$ cat config.mk
export PLATFORM = sky130hd
export DESIGN_NAME = multi_alarm_timekeeper
export DESIGN_NICKNAME = d
export VERILOG_FILES = /design/src/rtl/multi_alarm_timekeeper.sv
export SDC_FILE = /design/constraint.sdc
export NUM_CORES = 1
export LEC_CHECK = 0
export BUFFER_PORTS_ARGS = -buffer_cell sky130_fd_sc_hd__clkbuf_2
export CAP_MARGIN = 0
export CORE_MARGIN = 1
export CORE_UTILIZATION = 35
export CTS_CLUSTER_SIZE = 8
export DETAILED_ROUTE_END_ITERATION = 6
export PLACE_DENSITY = 0.52
export SLEW_MARGIN = 10
export SYNTH_ARGS = -nofsm -noshare
export SYNTH_HDL_FRONTEND = slang
export SYNTH_SLANG_ARGS = --single-unit
export TNS_END_PERCENT = 50
$ cat constraint.sdc
create_clock -name clk -period 2.9 [get_ports clk]
set_input_delay 0.725 -clock clk [delete_from_list [all_inputs] [get_ports clk]]
set_output_delay 0.725 -clock clk [all_outputs]
set_load 0.1 [all_outputs]
$ cat src/rtl/multi_alarm_timekeeper.sv
// 24 h timekeeping core with NUM_ALARMS independent alarm channels, each with
// its own snooze and ring-timeout state machine, plus blink and buzzer outputs.
module multi_alarm_timekeeper #(
  parameter int unsigned CLK_HZ     = 31_500_000,
  parameter int unsigned NUM_ALARMS = 4,
  parameter int unsigned SNOOZE_SEC = 300,
  parameter int unsigned RING_SEC   = 600,
  parameter int unsigned TONE_HALF  = 5000
) (
  input  logic                  clk,
  input  logic                  reset,
  input  logic                  sec_inc,
  input  logic                  min_inc,
  input  logic                  hr_inc,
  input  logic [2:0]            al_sel,
  input  logic                  al_min_inc,
  input  logic                  al_hr_inc,
  input  logic                  al_toggle,
  input  logic                  snooze,
  input  logic                  dismiss,
  output logic [4:0]            hours,
  output logic [3:0]            hours12,
  output logic [5:0]            minutes,
  output logic [5:0]            seconds,
  output logic                  sec_pulse,
  output logic                  half_sec,
  output logic [4:0]            al_hours_rd,
  output logic [5:0]            al_minutes_rd,
  output logic [NUM_ALARMS-1:0] al_enabled,
  output logic [NUM_ALARMS-1:0] al_ringing,
  output logic                  buzzer
);

  localparam int unsigned PW      = (CLK_HZ > 1) ? $clog2(CLK_HZ) : 1;
  localparam int unsigned TW      = (TONE_HALF > 1) ? $clog2(TONE_HALF) : 1;
  localparam int unsigned CNT_MAX = (SNOOZE_SEC > RING_SEC) ? SNOOZE_SEC : RING_SEC;
  localparam int unsigned CW      = (CNT_MAX > 0) ? $clog2(CNT_MAX + 1) : 1;

  localparam logic [PW-1:0] PRESC_MAX   = PW'(CLK_HZ - 1);
  localparam logic [PW-1:0] PRESC_HALF  = PW'(CLK_HZ / 2);
  localparam logic [TW-1:0] TONE_MAX    = TW'(TONE_HALF - 1);
  localparam logic [CW-1:0] RING_LOAD   = CW'(RING_SEC);
  localparam logic [CW-1:0] SNOOZE_LOAD = CW'(SNOOZE_SEC);

  typedef enum logic [1:0] {S_OFF, S_ARMED, S_RINGING, S_SNOOZE} state_e;

  logic [PW-1:0] presc_q, presc_d;
  logic [5:0]    sec_q, sec_d, min_q, min_d;
  logic [4:0]    hr_q, hr_d;
  logic          sec_pulse_q, half_sec_q, tone_q, buzzer_q;
  logic [TW-1:0] tone_cnt_q;
  logic          wrap, carry_s, carry_m, sel_valid;

  logic [4:0]    al_h_q [NUM_ALARMS];
  logic [4:0]    al_h_d [NUM_ALARMS];
  logic [5:0]    al_m_q [NUM_ALARMS];
  logic [5:0]    al_m_d [NUM_ALARMS];
  state_e        state_q [NUM_ALARMS];
  state_e        state_d [NUM_ALARMS];
  logic [CW-1:0] cnt_q [NUM_ALARMS];
  logic [CW-1:0] cnt_d [NUM_ALARMS];

  // A tick and a manual adjust hitting the same field collapse into one increment.
  always_comb begin
    wrap    = (presc_q == PRESC_MAX);
    carry_s = wrap && (sec_q == 6'd59);
    carry_m = carry_s && (min_q == 6'd59);
    presc_d = (wrap || sec_inc) ? '0 : presc_q + PW'(1);
    sec_d   = sec_q;
    min_d   = min_q;
    hr_d    = hr_q;
    if (wrap || sec_inc)   sec_d = (sec_q == 6'd59) ? '0 : sec_q + 6'd1;
    if (carry_s || min_inc) min_d = (min_q == 6'd59) ? '0 : min_q + 6'd1;
    if (carry_m || hr_inc)  hr_d  = (hr_q == 5'd23) ? '0 : hr_q + 5'd1;
  end

  always_comb begin
    sel_valid = (32'(al_sel) < NUM_ALARMS);
    for (int unsigned i = 0; i < NUM_ALARMS; i++) begin
      al_h_d[i]  = al_h_q[i];
      al_m_d[i]  = al_m_q[i];
      state_d[i] = state_q[i];
      cnt_d[i]   = cnt_q[i];
      if (sel_valid && (32'(al_sel) == i)) begin
        if (al_min_inc) al_m_d[i] = (al_m_q[i] == 6'd59) ? '0 : al_m_q[i] + 6'd1;
        if (al_hr_inc)  al_h_d[i] = (al_h_q[i] == 5'd23) ? '0 : al_h_q[i] + 5'd1;
      end
      if (sel_valid && (32'(al_sel) == i) && al_toggle) begin
        state_d[i] = (state_q[i] == S_OFF) ? S_ARMED : S_OFF;
        cnt_d[i]   = '0;
      end else begin
        unique case (state_q[i])
          S_ARMED: begin
            if (sec_pulse_q && (hr_q == al_h_q[i]) && (min_q == al_m_q[i]) && (sec_q == 6'd0)) begin
              state_d[i] = S_RINGING;
              cnt_d[i]   = RING_LOAD;
            end
          end
          S_RINGING: begin
            if (dismiss) begin
              state_d[i] = S_ARMED;
              cnt_d[i]   = '0;
            end else if (snooze) begin
              state_d[i] = S_SNOOZE;
              cnt_d[i]   = SNOOZE_LOAD;
            end else if (sec_pulse_q) begin
              if (cnt_q[i] <= CW'(1)) begin
                state_d[i] = S_ARMED;
                cnt_d[i]   = '0;
              end else begin
                cnt_d[i] = cnt_q[i] - CW'(1);
              end
            end
          end
          S_SNOOZE: begin
            if (dismiss) begin
              state_d[i] = S_ARMED;
              cnt_d[i]   = '0;
            end else if (sec_pulse_q) begin
              if (cnt_q[i] <= CW'(1)) begin
                state_d[i] = S_RINGING;
                cnt_d[i]   = RING_LOAD;
              end else begin
                cnt_d[i] = cnt_q[i] - CW'(1);
              end
            end
          end
          default: ;
        endcase
      end
    end
  end

  always_ff @(posedge clk) begin
    if (reset) begin
      presc_q     <= '0;
      sec_q       <= '0;
      min_q       <= '0;
      hr_q        <= '0;
      sec_pulse_q <= 1'b0;
      half_sec_q  <= 1'b0;
      tone_cnt_q  <= '0;
      tone_q      <= 1'b0;
      buzzer_q    <= 1'b0;
      for (int unsigned i = 0; i < NUM_ALARMS; i++) begin
        al_h_q[i]  <= '0;
        al_m_q[i]  <= '0;
        state_q[i] <= S_OFF;
        cnt_q[i]   <= '0;
      end
    end else begin
      presc_q     <= presc_d;
      sec_q       <= sec_d;
      min_q       <= min_d;
      hr_q        <= hr_d;
      sec_pulse_q <= wrap;
      half_sec_q  <= (presc_d >= PRESC_HALF);
      if (tone_cnt_q == TONE_MAX) begin
        tone_cnt_q <= '0;
        tone_q     <= ~tone_q;
      end else begin
        tone_cnt_q <= tone_cnt_q + TW'(1);
      end
      buzzer_q <= (|al_ringing) & half_sec_q & tone_q;
      for (int unsigned i = 0; i < NUM_ALARMS; i++) begin
        al_h_q[i]  <= al_h_d[i];
        al_m_q[i]  <= al_m_d[i];
        state_q[i] <= state_d[i];
        cnt_q[i]   <= cnt_d[i];
      end
    end
  end

  always_comb begin
    al_hours_rd   = '0;
    al_minutes_rd = '0;
    al_enabled    = '0;
    al_ringing    = '0;
    for (int unsigned i = 0; i < NUM_ALARMS; i++) begin
      al_enabled[i] = (state_q[i] != S_OFF);
      al_ringing[i] = (state_q[i] == S_RINGING);
      if (sel_valid && (32'(al_sel) == i)) begin
        al_hours_rd   = al_h_q[i];
        al_minutes_rd = al_m_q[i];
      end
    end
  end

  assign hours     = hr_q;
  assign hours12   = (hr_q >= 5'd12) ? 4'(hr_q - 5'd12) : hr_q[3:0];
  assign minutes   = min_q;
  assign seconds   = sec_q;
  assign sec_pulse = sec_pulse_q;
  assign half_sec  = half_sec_q;
  assign buzzer    = buzzer_q;

endmodule
== Yosys cells after proc, flatten, opt, wreduce, memory -nomap -nowiden ==
Memories as Yosys holds them, arrays and structs flattened.
Cells that the tools add are included.

* Memories kept: 4
* Bits in writable memories: 92
* Bits in registers: 59

{| class="wikitable"
|+ Memory list
! memory !! depth !! width !! read ports !! clocked after memory_dff !! wr ports !! line !! text
|-
| cnt_q || 4 || 10 || 4 || 0 || 4 || 60 || <nowiki>logic [CW-1:0] cnt_q [NUM_ALARMS];</nowiki>
|-
| al_m_q || 4 || 6 || 4 || 0 || 4 || 56 || <nowiki>logic [5:0] al_m_q [NUM_ALARMS];</nowiki>
|-
| al_h_q || 4 || 5 || 4 || 0 || 4 || 54 || <nowiki>logic [4:0] al_h_q [NUM_ALARMS];</nowiki>
|-
| state_q || 4 || 2 || 4 || 0 || 4 || 58 || <nowiki>state_e state_q [NUM_ALARMS];</nowiki>
|}

* Multiplexer cells: 140
* Bitwise logic cells: 19
* Eq/ne operators: 36
* Reduce and logical (&&, ||, !) cells: 37
* Add/sub/neg operators: 18
* Order comparisons: 7

{| class="wikitable"
|+ Operator list
! cell !! number
|-
| $mux 10 || 40
|-
| $mux 6 || 22
|-
| $pmux 10 s3 || 4
|-
| $mux 5 || 21
|-
| $mux 2 || 40
|-
| $le 10x1->1 const B || 4
|-
| $sub 10x1->10 const B || 4
|-
| $add 6x1->6 const B || 6
|-
| $eq 6x6->1 const B || 6
|-
| $add 25x1->25 const B || 1
|-
| $add 5x1->5 const B || 5
|-
| $eq 25x25->1 const B || 1
|-
| $eq 5x5->1 const B || 5
|-
| $ge 25x24->1 const B || 1
|-
| $mux 25 || 1
|-
| $eq 6x6->1 || 4
|-
| $pmux 2 s3 || 4
|-
| $logic_and 1x1->1 || 22
|-
| $eq 5x5->1 || 4
|-
| $eq 2x2->1 const B || 8
|-
| $or 1x1->1 || 16
|-
| $add 13x1->13 const B || 1
|-
| $eq 13x13->1 const B || 1
|-
| $eq 2x1->1 const B || 4
|-
| other kinds (16) || 32
|}

== Depth between registers and ports, before layout ==
* Word-level depth: 8
* Gate-level depth with buffers: 11
* Depth with buffers taken out: 9

== Worst setup path after synthesis ==
OpenSTA, ideal clock, no wires.

* Kind: register to output
* From: reg hr_q[2] (netlist: hours[2])
* To: out hours12[2]
* Stages on the path, launching flop included: 4
* Slack: -1.317 ns
* Data required time: 2.175 ns
* Arrival time: 3.492 ns
* Cell sequence: dfxtp_1 ha_1 a21oi_1 o21ai_0

* Longest elaborated chain between the ends: 2
* Elaborated cells between the ends (all ways): 3

{| class="wikitable"
|+ Ends and longest elaborated chain
! element !! line !! text
|-
| from (decl) || 49 || <nowiki>logic [4:0] hr_q, hr_d;</nowiki>
|-
| from (signal assigned) || 155 || <nowiki>hr_q <= hr_d;</nowiki>
|-
| $sub 4x4->4 or $ge 5x4->1 (tied branches) || 190 || <nowiki>assign hours12 = (hr_q >= 5'd12) ? 4'(hr_q - 5'd12) : hr_q[3:0];</nowiki>
|-
| $mux 4 * || 190 ||
|-
| to (decl) || 22 || <nowiki>output logic [3:0] hours12,</nowiki>
|}

Mark *: on every way between the ends. The rest lies on a longest branch, timed or not.

== Final worst setup path ==
* From: reg hr_q[1] (netlist: hours[1])
* To: out hours12[2]

The elaborated chain is that of the path after synthesis.

==> run metrics <==
Synth area leaders dfxtp_1 (34%), xnor2_1 (7.2%), nor2_1 (6.9%), xor2_1 (4.7%), nand2_1 (4.5%); initial antenna violation count 0; Cell Rows 58; Die X 161.6 um; top cell type by total area after synthesis dfxtp_1; fin crit period around 2.8 ns; CP Class reg2out; CORE AREA ~0.025 mm2; main flop type after synthesis dfxtp_1; Hold EP tone_cnt_q[0]$_SDFF_PP0_; share of layout cells above drive strength 1 14.23%; vias 8061; sw power ~0.0012 W; Filler cells 2622; switching share of power between 20% and 30%; Reg-to-Reg End cnt_q[3][7]$_SDFFE_PP0P_; Seq/Total Area, Yosys approximately 34%; Async S/R FF share, synth 0%; Post-synth top cells nor2_1 (164), dfxtp_1 (151), nand2_1 (106), xnor2_1 (73), a21oi_1 (72); PortBufs 55; outcome completed; Clock Skews approximately 0.011 ns; Power, Total around 0.0047 W; worst reg2reg setup slack 0.31 ns; setup slack after layout about 0.15 ns; hold path startpoint tone_cnt_q[0]$_SDFF_PP0_; die height between 150 and 200 um; Crit. Startpoint hours[1]$_SDFFE_PP0P_; Slew headroom ~52%; Clock Sinks between 150 and 200; FMAX about 360 MHz; clock power share between 40% and 50%; final worst path period share between 90% and 100%; hold buffers post-CTS 0; Post-CTS Setup Inserts 0; Pre-Repair DR Iteration Count 5; initial DRC count 542; die area around 0.026 mm2; WL final about 23000 um; Num CTS Buffers 17; Total GRT Usage 18.55%; final hold violations 0; antenna violation net count after detailed routing 0; clk root buf clkbuf_16; crit path DAT 2.03 ns; fin area 0.01040 mm2; maximum VDD drop approximately 0.29 mV; clock buffer depth 2; Worst R2R Path Depth 6; FF+latch count, synth about 150; diodes inserted 0; Mapped Cells around 1100; Synth Area in Adders around 3.5%; synth unique cells about 80; unrepaired setup endpoints after global routing false; H-tree Lvls 4; TritonCTS clock tree built; reg-to-reg startpoint seconds[3]$_SDFFE_PP0N_; multi-input logic area 0.005547 mm2; Leak just under 4 nW; Final Max Tran Viols 0; syn_area_per_cell between 7 and 8 um2; Residual DRC 0; register area roughly 0.0030 mm2; vias per cell roughly 5.3; post-cts sizing count 0; type of the worst min-delay path reg2reg; Placed Instance Area just under 0.01 mm2; Routability Congestion around 0.87; Synth-to-Final Area Change 16.55%; drt wl/cell between 15 and 20 um; pin count of the biggest net entering global routing 33; simple-gate share of the synthesized area between 20% and 30%; top-area cell type share of the netlist area 33.89%; internal power about 0.0035 W; Initial Utilization approximately 36%; Setup crit end kind output port; crit start category flop; Synthesis Warnings 0; fin nets between 1000 and 1500; Setup TNS 0 ns; Overflow after GRT 0; Seq pwr share around 45%; worst path required time 2.17 ns; largest family of logic cells by synthesized area simple AND/OR/NAND/NOR gates; vias in the first global route 7462; Hold Crit Depth 1; syn nets 1179; final setup fails 0; Setup WS pre-CTS between 0.2 and 0.25 ns; Synth Cell Area just under 0.009 mm2; later-pin clock latency in the skew report approximately 0.43 ns; I/O Pins between 50 and 60; P per Cell Area ~450 mW/mm2; Compound-Gate Fraction of Synth Area approximately 15%; first-pass GRT wire length ~40000 um; hpwl dp roughly 17000 um; logic gate share of total power under 10%; Worst Max-Slew Pin Slew between 0.7 and 0.8 ns; MaxCap Viol Count 0; Post-Synth XOR/XNOR Area a little under an eighth; multiplexer area fraction after synthesis 1.950%; count leader, synth nor2_1; largest fanout on the critical path 10; register clock-pin slew on the reported worst setup and hold paths 0.06 ns; EDFF count, synth 0
-- flip-flops by register name (all words and copies together), names as in the netlist --
signal	flops
tone_cnt_q	13
buzzer	1
half_sec	1
seconds	6
al_h_q	20
tone_q	1
al_m_q	24
minutes	6
hours	5
sec_pulse	1
presc_q	25
cnt_q	40
state_q	8
-- worst max path at each step --
stage / to / slack [ns] / depth (start not counted)
2_1_floorplan: hours12[2] / -0.03 / 3
3_3_place_gp: al_hours_rd[0] / 0.29 / 4
3_5_place_dp: al_hours_rd[0] / 0.25 / 4
4_1_cts: hours12[2] / 0.12 / 7
5_1_grt: hours12[2] / 0.009 / 7
6_report: hours12[2] / 0.15 / 7
-- layer usage --
layer,track usage (%),wire length (um)
met5,0,0
met4,5.017,249
met3,3.236,813
met2,28.12,10170
met1,26.80,12250
-- power groups by stage --
stage / Sequential [W] / Clock [W] / Combinational (W)
after floorplan: 0.00222 / 0 / 0.000209
after global placement: 0.00218 / 0 / 0.000346
after detailed placement: 0.00218 / 0 / 0.000347
after CTS: 0.00213 / 0.00230 / 0.000349
after global routing: 0.00213 / 0.00240 / 0.000373
final: 0.00213 / 0.00224 / 0.000346
-- stage by stage --
step,std cells,utilization [%],hold WS [ns]
6_report,1518,41.40,0.4511
5_1_grt,1518,41.40,0.4620
4_1_cts,1518,41.40,0.4543
3_5_place_dp,1487,39.08,0.4454
3_3_place_gp,1487,39.08,0.4330
2_1_floorplan,1141,-,0.4175
-- placed cells by master (no fill, tap or decap), drive strengths merged, types with 11 or more instances in the layout --
| master | count |
|---|---|
| nor2 | 165 |
| xor2 | 48 |
| and2 | 11 |
| dfxtp | 151 |
| ha | 25 |
| inv | 26 |
| a22oi | 25 |
| nor3b | 11 |
| clkbuf | 64 |
| a31oi | 12 |
| nand3 | 42 |
| a21oi | 74 |
| nand2 | 107 |
| o21ai | 50 |
| nor2b | 15 |
| xnor2 | 73 |
| and3 | 16 |
| nor3 | 41 |
| nand4 | 38 |
| buf | 47 |
| nor4 | 17 |
| mux2i | 14 |
-- worst max-delay path, cell delays in order, from the launching register on --
cell,delay [ns]
dfxtp_2,0.48
inv_1,0.07
ha_1,0.19
a21oi_1,0.26
and2_1,0.24
nand2_1,0.08
o21ai_2,0.08
buf_12,0.19
-- cells by family after synthesis --
logic type | Yosys count
flip-flops | 151
multiplexers | 16
XOR/XNOR | 121
adder cells (fa/ha/maj) | 25
AND/OR/NAND/NOR | 517
buffers and inverters | 99
AO/OA/AOI/OAI | 212
-- area by class of cell --
type                       instances  area share, %
inverter                          25         0.9027
timing repair buffer              90          7.029
sequential                       151          29.14
multi-input combinational        891          53.36
clock buffer                      21          4.429
tap                              330          3.972
clock inverter                    10          1.168
No activity file was read; power rests on OpenSTA's default activity.
